$ cat config.mk
export PLATFORM = sky130hd
export DESIGN_NAME = hamming_tx_ctrl_flat
export DESIGN_NICKNAME = d
export VERILOG_FILES = /design/src/rtl/hamming_tx_if.sv /design/src/rtl/hamming_tx_ctrl.sv /design/src/flat_wrapper.sv
export SDC_FILE = /design/constraint.sdc
export NUM_CORES = 1
export LEC_CHECK = 0
export CAP_MARGIN = 40
export CELL_PAD_IN_SITES_DETAIL_PLACEMENT = 1
export CELL_PAD_IN_SITES_GLOBAL_PLACEMENT = 2
export CORE_ASPECT_RATIO = 1.2
export CORE_MARGIN = 4
export CORE_UTILIZATION = 42
export DETAILED_ROUTE_END_ITERATION = 12
export DONT_BUFFER_PORTS = 1
export PLACE_DENSITY = 0.86
export SYNTH_ARGS = -nofsm -noshare
export SYNTH_HDL_FRONTEND = slang
export SYNTH_SLANG_ARGS = --single-unit
$ cat constraint.sdc
create_clock -name clk -period 2.45 [get_ports clk]
set_clock_uncertainty 0.05 [all_clocks]
set_input_delay 0.3675 -clock clk [delete_from_list [all_inputs] [get_ports clk]]
set_output_delay 0.3675 -clock clk [all_outputs]
set_load 0.02 [all_outputs]
$ cat src/rtl/hamming_tx_if.sv
// hamming_tx_if: byte input handshake plus line-side outputs of the Hamming(7,4) transmitter.
// master = byte source / line observer, slave = the transmitter controller.
interface hamming_tx_if;
   logic [7:0] din;
   logic       din_valid;
   logic       din_ready;
   logic       tx_bit;
   logic       tx_en;
   logic       frame_start;
   logic       frame_done;
   logic       underrun;
   logic       busy;

   modport master (
      output din, din_valid,
      input  din_ready, tx_bit, tx_en, frame_start, frame_done, underrun, busy
   );

   modport slave (
      input  din, din_valid,
      output din_ready, tx_bit, tx_en, frame_start, frame_done, underrun, busy
   );
endinterface

$ cat src/rtl/hamming_tx_ctrl.sv
// hamming_tx_ctrl: buffers bytes, encodes each into a 16-bit Hamming(7,4) word and serialises frames.
// Define HAMMING_TX_SYNC_EN to prefix every frame with SYNC_WORD.
module hamming_tx_ctrl #(
   parameter int unsigned BIT_DIV   = 4,
   parameter int unsigned FRAME_LEN = 4,
   parameter int unsigned GAP_BITS  = 8,
   parameter logic [15:0] SYNC_WORD = 16'hA5C3
) (
   input  logic        clk,
   input  logic        rst_n,
   hamming_tx_if.slave tx_if
);
   // state | meaning
   // IDLE  | line quiet, waiting for a buffered byte
   // SYNC  | shifting out SYNC_WORD
   // DATA  | shifting out codewords
   // GAP   | forced idle bit periods after a frame
   typedef enum logic [1:0] {IDLE, SYNC, DATA, GAP} state_t;

`ifdef HAMMING_TX_SYNC_EN
   localparam bit SYNC_EN = 1'b1;
`else
   localparam bit SYNC_EN = 1'b0;
`endif

   localparam logic [7:0] DIV_LAST  = 8'(BIT_DIV - 1);
   localparam logic [7:0] GAP_LAST  = 8'(GAP_BITS - 1);
   localparam logic [7:0] FRAME_CNT = 8'(FRAME_LEN);

   state_t      state_q, state_d;
   logic [7:0]  div_q, div_d;
   logic [7:0]  bit_cnt_q, bit_cnt_d;
   logic [7:0]  word_cnt_q, word_cnt_d;
   logic [15:0] shift_q, shift_d;
   logic [7:0]  hold_q, hold_d;
   logic        hold_valid_q, hold_valid_d;
   logic        frame_start_q, frame_start_d;
   logic        frame_done_q, frame_done_d;
   logic        underrun_q, underrun_d;
   logic        take, fill, bit_end, word_end, line_active;
   logic [7:0]  wc_inc;

   function automatic logic [6:0] ham74(input logic [3:0] d);
      return {d, d[3] ^ d[2] ^ d[1], d[3] ^ d[2] ^ d[0], d[3] ^ d[1] ^ d[0]};
   endfunction

   function automatic logic [15:0] encode(input logic [7:0] b);
      return {ham74(b[7:4]), ham74(b[3:0]), 2'b00};
   endfunction

   always_ff @(posedge clk or negedge rst_n) begin
      if (!rst_n) begin
         state_q       <= IDLE;
         div_q         <= '0;
         bit_cnt_q     <= '0;
         word_cnt_q    <= '0;
         shift_q       <= '0;
         hold_q        <= '0;
         hold_valid_q  <= 1'b0;
         frame_start_q <= 1'b0;
         frame_done_q  <= 1'b0;
         underrun_q    <= 1'b0;
      end else begin
         state_q       <= state_d;
         div_q         <= div_d;
         bit_cnt_q     <= bit_cnt_d;
         word_cnt_q    <= word_cnt_d;
         shift_q       <= shift_d;
         hold_q        <= hold_d;
         hold_valid_q  <= hold_valid_d;
         frame_start_q <= frame_start_d;
         frame_done_q  <= frame_done_d;
         underrun_q    <= underrun_d;
      end
   end

   always_comb begin
      state_d       = state_q;
      bit_cnt_d     = bit_cnt_q;
      word_cnt_d    = word_cnt_q;
      shift_d       = shift_q;
      take          = 1'b0;
      frame_start_d = 1'b0;
      frame_done_d  = 1'b0;
      underrun_d    = 1'b0;
      bit_end       = (div_q == DIV_LAST);
      word_end      = bit_end && (bit_cnt_q == 8'd15);
      wc_inc        = word_cnt_q + 8'd1;
      div_d         = (state_q == IDLE || bit_end) ? 8'd0 : div_q + 8'd1;

      case (state_q)
         IDLE: begin
            bit_cnt_d = '0;
            if (hold_valid_q) begin
               frame_start_d = 1'b1;
               word_cnt_d    = '0;
               if (SYNC_EN) begin
                  state_d = SYNC;
                  shift_d = SYNC_WORD;
               end else begin
                  state_d = DATA;
                  shift_d = encode(hold_q);
                  take    = 1'b1;
               end
            end
         end
         SYNC: begin
            if (word_end) begin
               bit_cnt_d = '0;
               if (hold_valid_q) begin
                  state_d = DATA;
                  shift_d = encode(hold_q);
                  take    = 1'b1;
               end else begin
                  state_d    = GAP;
                  underrun_d = 1'b1;
               end
            end else if (bit_end) begin
               bit_cnt_d = bit_cnt_q + 8'd1;
               shift_d   = {shift_q[14:0], 1'b0};
            end
         end
         DATA: begin
            if (word_end) begin
               bit_cnt_d  = '0;
               word_cnt_d = wc_inc;
               if (wc_inc == FRAME_CNT) begin
                  state_d      = GAP;
                  frame_done_d = 1'b1;
               end else if (hold_valid_q) begin
                  shift_d = encode(hold_q);
                  take    = 1'b1;
               end else begin
                  state_d    = GAP;
                  underrun_d = 1'b1;
               end
            end else if (bit_end) begin
               bit_cnt_d = bit_cnt_q + 8'd1;
               shift_d   = {shift_q[14:0], 1'b0};
            end
         end
         GAP: begin
            if (bit_end) begin
               if (bit_cnt_q == GAP_LAST) begin
                  state_d   = IDLE;
                  bit_cnt_d = '0;
               end else begin
                  bit_cnt_d = bit_cnt_q + 8'd1;
               end
            end
         end
         default: state_d = IDLE;
      endcase

      // a fill can only happen while the register is empty, so it never races a take
      fill         = tx_if.din_valid & ~hold_valid_q;
      hold_valid_d = fill | (hold_valid_q & ~take);
      hold_d       = fill ? tx_if.din : hold_q;
   end

   assign line_active = (state_q == SYNC) || (state_q == DATA);

   always_comb begin
      tx_if.din_ready   = ~hold_valid_q;
      tx_if.tx_en       = line_active;
      tx_if.tx_bit      = line_active & shift_q[15];
      tx_if.busy        = (state_q != IDLE);
      tx_if.frame_start = frame_start_q;
      tx_if.frame_done  = frame_done_q;
      tx_if.underrun    = underrun_q;
   end
endmodule

$ cat src/flat_wrapper.sv
// flat-port wrapper written by rule: the top's interface ports become plain ports
module hamming_tx_ctrl_flat 
#(
   parameter int unsigned BIT_DIV   = 4,
   parameter int unsigned FRAME_LEN = 4,
   parameter int unsigned GAP_BITS  = 8,
   parameter logic [15:0] SYNC_WORD = 16'hA5C3
)
  (clk, rst_n, tx_if_din, tx_if_din_valid, tx_if_din_ready, tx_if_tx_bit, tx_if_tx_en, tx_if_frame_start, tx_if_frame_done, tx_if_underrun, tx_if_busy);
  hamming_tx_if tx_if_i ();
  input  logic clk;
  input  logic rst_n;
  input wire logic [$bits(tx_if_i.din)-1:0] tx_if_din;
  input wire logic [$bits(tx_if_i.din_valid)-1:0] tx_if_din_valid;
  output wire logic [$bits(tx_if_i.din_ready)-1:0] tx_if_din_ready;
  output wire logic [$bits(tx_if_i.tx_bit)-1:0] tx_if_tx_bit;
  output wire logic [$bits(tx_if_i.tx_en)-1:0] tx_if_tx_en;
  output wire logic [$bits(tx_if_i.frame_start)-1:0] tx_if_frame_start;
  output wire logic [$bits(tx_if_i.frame_done)-1:0] tx_if_frame_done;
  output wire logic [$bits(tx_if_i.underrun)-1:0] tx_if_underrun;
  output wire logic [$bits(tx_if_i.busy)-1:0] tx_if_busy;
  assign tx_if_i.din = tx_if_din;
  assign tx_if_i.din_valid = tx_if_din_valid;
  assign tx_if_din_ready = tx_if_i.din_ready;
  assign tx_if_tx_bit = tx_if_i.tx_bit;
  assign tx_if_tx_en = tx_if_i.tx_en;
  assign tx_if_frame_start = tx_if_i.frame_start;
  assign tx_if_frame_done = tx_if_i.frame_done;
  assign tx_if_underrun = tx_if_i.underrun;
  assign tx_if_busy = tx_if_i.busy;
  hamming_tx_ctrl #(.BIT_DIV(BIT_DIV), .FRAME_LEN(FRAME_LEN), .GAP_BITS(GAP_BITS), .SYNC_WORD(SYNC_WORD)) u_core (.clk(clk), .rst_n(rst_n), .tx_if(tx_if_i));
endmodule
# After elaboration in Yosys (flattened, before gate mapping)
# Cells that the tools add are included.
# op_classes
n_eq_ne	15
n_reduce_logical	12
n_addsub	3
bitwise_logic	16
n_mux	38
# ops
operator	count
2-to-1 mux 16 bit	5
2-to-1 mux 8 bit	7
one-hot mux 16 bit (3 select lines)	1
adder 8 x 1 -> 8 bit, second input constant	3
one-hot mux 8 bit (3 select lines)	1
equality test 8 x 3 -> 1 bit, second input constant	2
one-hot mux 8 bit (2 select lines)	1
2-to-1 mux 2 bit	7
2-to-1 mux 1 bit	13
inequality test 2 x 1 -> 1 bit, second input constant	5
XOR 1 bit	10
equality test 8 x 2 -> 1 bit, second input constant	1
equality test 8 x 4 -> 1 bit, second input constant	1
one-hot mux 2 bit (4 select lines)	1
inequality test 3 bit, second input constant	2
AND reduction 6 bit	1
equality test 2 bit, second input constant	2
AND reduction 2 bit	2
nonzero test 2 bit	2
AND 1 bit	3
inequality test 3 x 1 -> 1 bit, second input constant	1
one-hot mux 1 bit (3 select lines)	1
AND reduction 3 bit	1
nonzero test 3 bit	1
other kinds (8)	10
# word_totals
output_inout_bits	7
elab_cells	94
reg_bits	54
input_bits	11

# Depth between registers and ports, before layout
# logic_depth
ltp_word	8
ltp_mapped	9
depth_no_buf	8

# Worst setup path before layout
# No wires, ideal clock.
# synth_path
kind	reg-to-reg
from	reg u_core.state_q[0]
to	reg u_core.bit_cnt_q[6]
path_stages_with_launch	10
t_required_ns	2.305
setup_ns	0.095
n_path_buf	2
path_slack_ns	0.203
period_less_slack_ns	2.247
arrival_time_ns	2.101
path_cell_list	dfrtp_1 inv_1 ha_1 inv_1 a41o_1 buf_2 a21o_1 or2_0 clkbuf_1 o31ai_1
# synth_between
elab_chain_len	4
word_cells_on_any_way	9
classes_between	5 x eq/ne; 1 x mux; 3 x reduce/logical
# synth_rtl
element	line_no	source
from (decl)	hamming_tx_ctrl.sv:30	state_t state_q, state_d;
from (signal assigned)	hamming_tx_ctrl.sv:64	state_q <= state_d;
equality test 2 bit / equality test 2 x 1 -> 1 bit (equally long branches)	hamming_tx_ctrl.sv:91	case (state_q)
OR reduction 2 bit (no source line)	-	
inequality test 3 x 1 -> 1 bit (no source line)	-	
AND reduction 2 bit (no source line)	-	
to (signal assigned)	hamming_tx_ctrl.sv:66	bit_cnt_q <= bit_cnt_d;
to (decl)	hamming_tx_ctrl.sv:32	logic [7:0] bit_cnt_q, bit_cnt_d;
# Several ways; a longest one is shown, not always the timed one.
# A chain may end at the register's enable or synchronous reset.

# Final worst setup path
# layout_path
from	reg u_core.state_q[1]
to	reg u_core.bit_cnt_q[6]
# The elaborated chain is that of the path after synthesis.

==> flow_metrics.py <==
metrics = {
    "outcome": {
        "status": "finished clean",
    },
    "detailed_routing": {
        "drt_first_pass_iters": 4,
        "ant_nets": 0,
        "wl_per_cell_um": 19.0,
        "vias_per_cell": 5.79,
        "drt_iter0_drc": 74,
        "wl_mm": 7.09,
        "num_vias": 2167,
        "drc_errors": 0,
    },
    "logic_synthesis": {
        "syn_area_mm2": 0.00291,
        "syn_nets": 290,
        "synth-async-reset-ratio": 1.00,
        "synth-seq-cells": 54,
        "netlist_instances": 269,
        "postSynthAreaPerCell_um2": 10.8,
        "yosysSeqAreaShare": 0.465,
        "synth_warnings": 0,
        "yosysUniqueCellTypes": 52,
        "ys.flop_type": "dfrtp_1",
        "synth_edf_count": 0,
    },
    "layout": {
        "drive_above_1_share": 0.204,
        "fin_nets": 309,
        "layout_common_cells": "dfrtp_1, buf_4, o21ai_0, nor2_1, o22ai_1",
        "num_antenna_cells": 0,
        "area_growth_pct": 14.8,
        "final_cells": 374,
        "final_common_cell": "dfrtp_1",
        "design_area_mm2": 0.00334,
    },
    "place": {
        "dpl_cell_area_mm2": 0.00307,
        "pre_cts_slack_ps": 39.2,
        "dp_cells": 357,
        "io_buffer_count": 0,
        "dp_hpwl_mm": 4.86,
        "gp_congestion": 0.777,
    },
    "critical_path": {
        "r2r_end": "u_core.bit_cnt_q[6]",
        "worstPathRequired_ps": 2620,
        "cp_max_fo": 6,
        "crit_arrival_ps": 2460,
        "cp-start-kind": "register",
        "worstRegToRegCells": 7,
        "r2r_setup_slack_ps": 160,
        "worstSetupPathType": "register to register",
        "end_kind": "register",
        "r2r_start": "u_core.state_q[1]",
    },
    "sta": {
        "finalHoldViolCount": 0,
        "period_minus_slack_ps": 2290,
        "finalSetupViolations": 0,
        "slew_headroom": 0.715,
        "layout_setup_ws_ps": 158,
        "max_slew.worst_pin.slew_ps": 427,
        "period_share": 0.936,
        "fmax_mhz": 436,
        "final_max_slew_viol_count": 0,
    },
    "power": {
        "powerDensity_mw_per_mm2": 1550,
        "p_leak_nw": 1.46,
        "p_total_mw": 5.16,
        "ir_drop_mv": 0.596,
    },
    "clock_tree": {
        "clock_tree.root_cell": "clkbuf_8",
        "cts_buffers": 5,
        "clock_sinks": 54,
        "clk_pin_slew_ps": 100,
        "cts_tree": "built",
        "clock_latency_ps": 310,
        "htreeDepth": 2,
        "cts.path.max_buffers": 2,
    },
    "worst_hold_path": {
        "hp-class": "input pin to register",
        "min_to": "u_core.hold_q[1]",
        "hp-start": "tx_if_din[1]",
        "whs_path_depth": 1,
    },
    "floorplanning": {
        "die_w_um": 84.0,
        "fp-row-count": 32,
        "initial_core_util": 0.443,
        "coreArea_mm2": 0.00657,
        "ios": 18,
        "die_h_um": 99.2,
        "dieArea_mm2": 0.00833,
    },
    "grt": {
        "grt.overflow.total": 0,
        "grt_pass1_vias": 2319,
        "antenna_found_initial": 0,
        "track_usage": 0.174,
        "grt_max_degree": 55,
        "grt_pass1_wl_mm": 11.7,
    },
    "flow_run": {
        "max_cap_viol_count": 0,
    },
}
-- cells in the mapped netlist (all sizes together), types with 2 or more instances --
cell type / instances / area [um2]
a21boi: 3 / 33.8
a21o: 5 / 37.5
a22o: 5 / 43.8
a2bb2oi: 15 / 181
a31oi: 2 / 27.5
and2: 2 / 12.5
and3: 10 / 62.6
and4b: 2 / 20.0
buf: 4 / 26.3
clkbuf: 7 / 26.3
dfrtp: 54 / 1350
ha: 10 / 125
inv: 11 / 41.3
mux2: 10 / 113
nand2: 14 / 52.6
nand2b: 3 / 18.8
nand3: 11 / 55.1
nand3b: 2 / 15.0
nand4: 2 / 12.5
nor2: 14 / 52.6
nor2b: 4 / 25.0
nor3: 3 / 15.0
nor4: 2 / 27.5
o21ai: 17 / 85.1
o22ai: 14 / 87.6
o31ai: 6 / 45.0
or3: 2 / 12.5
xnor2: 12 / 105
xor2: 5 / 43.8
-- metrics by stage --
| step | hold slack [ps] | TNS (ps) | utilization |
|---|---|---|---|
| floorplan | 21.9 | 0 | - |
| global placement | 24.1 | 0 | 0.467 |
| detailed placement | 24.3 | 0 | 0.467 |
| CTS | 145 | 0 | 0.495 |
| global route | 129 | -0.552 | 0.509 |
| finish | 151 | 0 | 0.509 |
-- cell families (layout without fill, tap and decap cells) --
family / Yosys count / after routing / synth area share
adder cells (fa/ha/maj): 10 / 10 / 0.0430
flip-flops: 54 / 54 / 0.465
multiplexers: 11 / 11 / 0.0422
AND/OR/NAND/NOR: 76 / 76 / 0.146
buffers and inverters: 22 / 42 / 0.0323
AO/OA/AOI/OAI: 79 / 79 / 0.221
XOR/XNOR: 17 / 17 / 0.0512
-- state kept, by name, indices dropped and copies added, names as in the netlist --
signal and cells:
u_core.bit_cnt_q 8, u_core.div_q 8, u_core.hold_q 8, u_core.hold_valid_q 1
u_core.shift_q 16, u_core.state_q 2, u_core.tx_if.frame_done 1, u_core.tx_if.frame_start 1
u_core.tx_if.underrun 1, u_core.word_cnt_q 8
-- metal layers --
metal | track usage | wire [um] | part of all wire
met5 | 0 | 0 | 0
met4 | 0.0408 | 107 | 0.015
met3 | 0.0273 | 91 | 0.013
met2 | 0.321 | 3820 | 0.54
met1 | 0.211 | 3070 | 0.43
-- worst max-delay path by stage --
stage | to | slack (ps) | cells after the start | start
2_1_floorplan | u_core.bit_cnt_q[6] | 200 | 9 | u_core.state_q[0]
3_3_place_gp | u_core.shift_q[1] | 160 | 7 | u_core.div_q[0]
3_5_place_dp | u_core.shift_q[1] | 40 | 7 | u_core.div_q[0]
4_1_cts | u_core.shift_q[1] | 2 | 7 | u_core.div_q[0]
5_1_grt | u_core.shift_q[13] | -0.6 | 9 | u_core.div_q[0]
6_report | u_core.bit_cnt_q[6] | 160 | 7 | u_core.state_q[1]
-- area by class of cell --
type / count / area [um2]
Sequential cell: 54 / 1350
Clock buffer: 6 / 82.6
Timing Repair Buffer: 23 / 208
Multi-Input combinational cell: 193 / 1490
Inverter: 11 / 41.3
Clock inverter: 2 / 60.1
Fill cell: 721 / 3230
Tap cell: 85 / 106
-- worst max-delay path: stages, from the launching register on --
cell and delay, ps:
dfrtp_1 430, inv_1 130, ha_2 410, inv_1 90, a41o_1 310, a21o_1 200, or2_1 310, o31ai_1 270
-- repair_timing --
| action | 4_1_cts | 5_1_grt |
|---|---|---|
| setup buffers | 0 | 7 |
| setup endpoints to repair | 0 | 22 |
| gates resized for setup | 0 | 8 |
| hold endpoints to repair | 54 | 0 |
| hold buffers | 2 | 0 |
-- power breakdown --
part,total (mW),switching [mW],internal (mW)
sequential,1.54,0.342,1.20
combinational,2.88,1.51,1.38
clock,0.738,0.302,0.436
No activity file was read; power rests on OpenSTA's default activity.
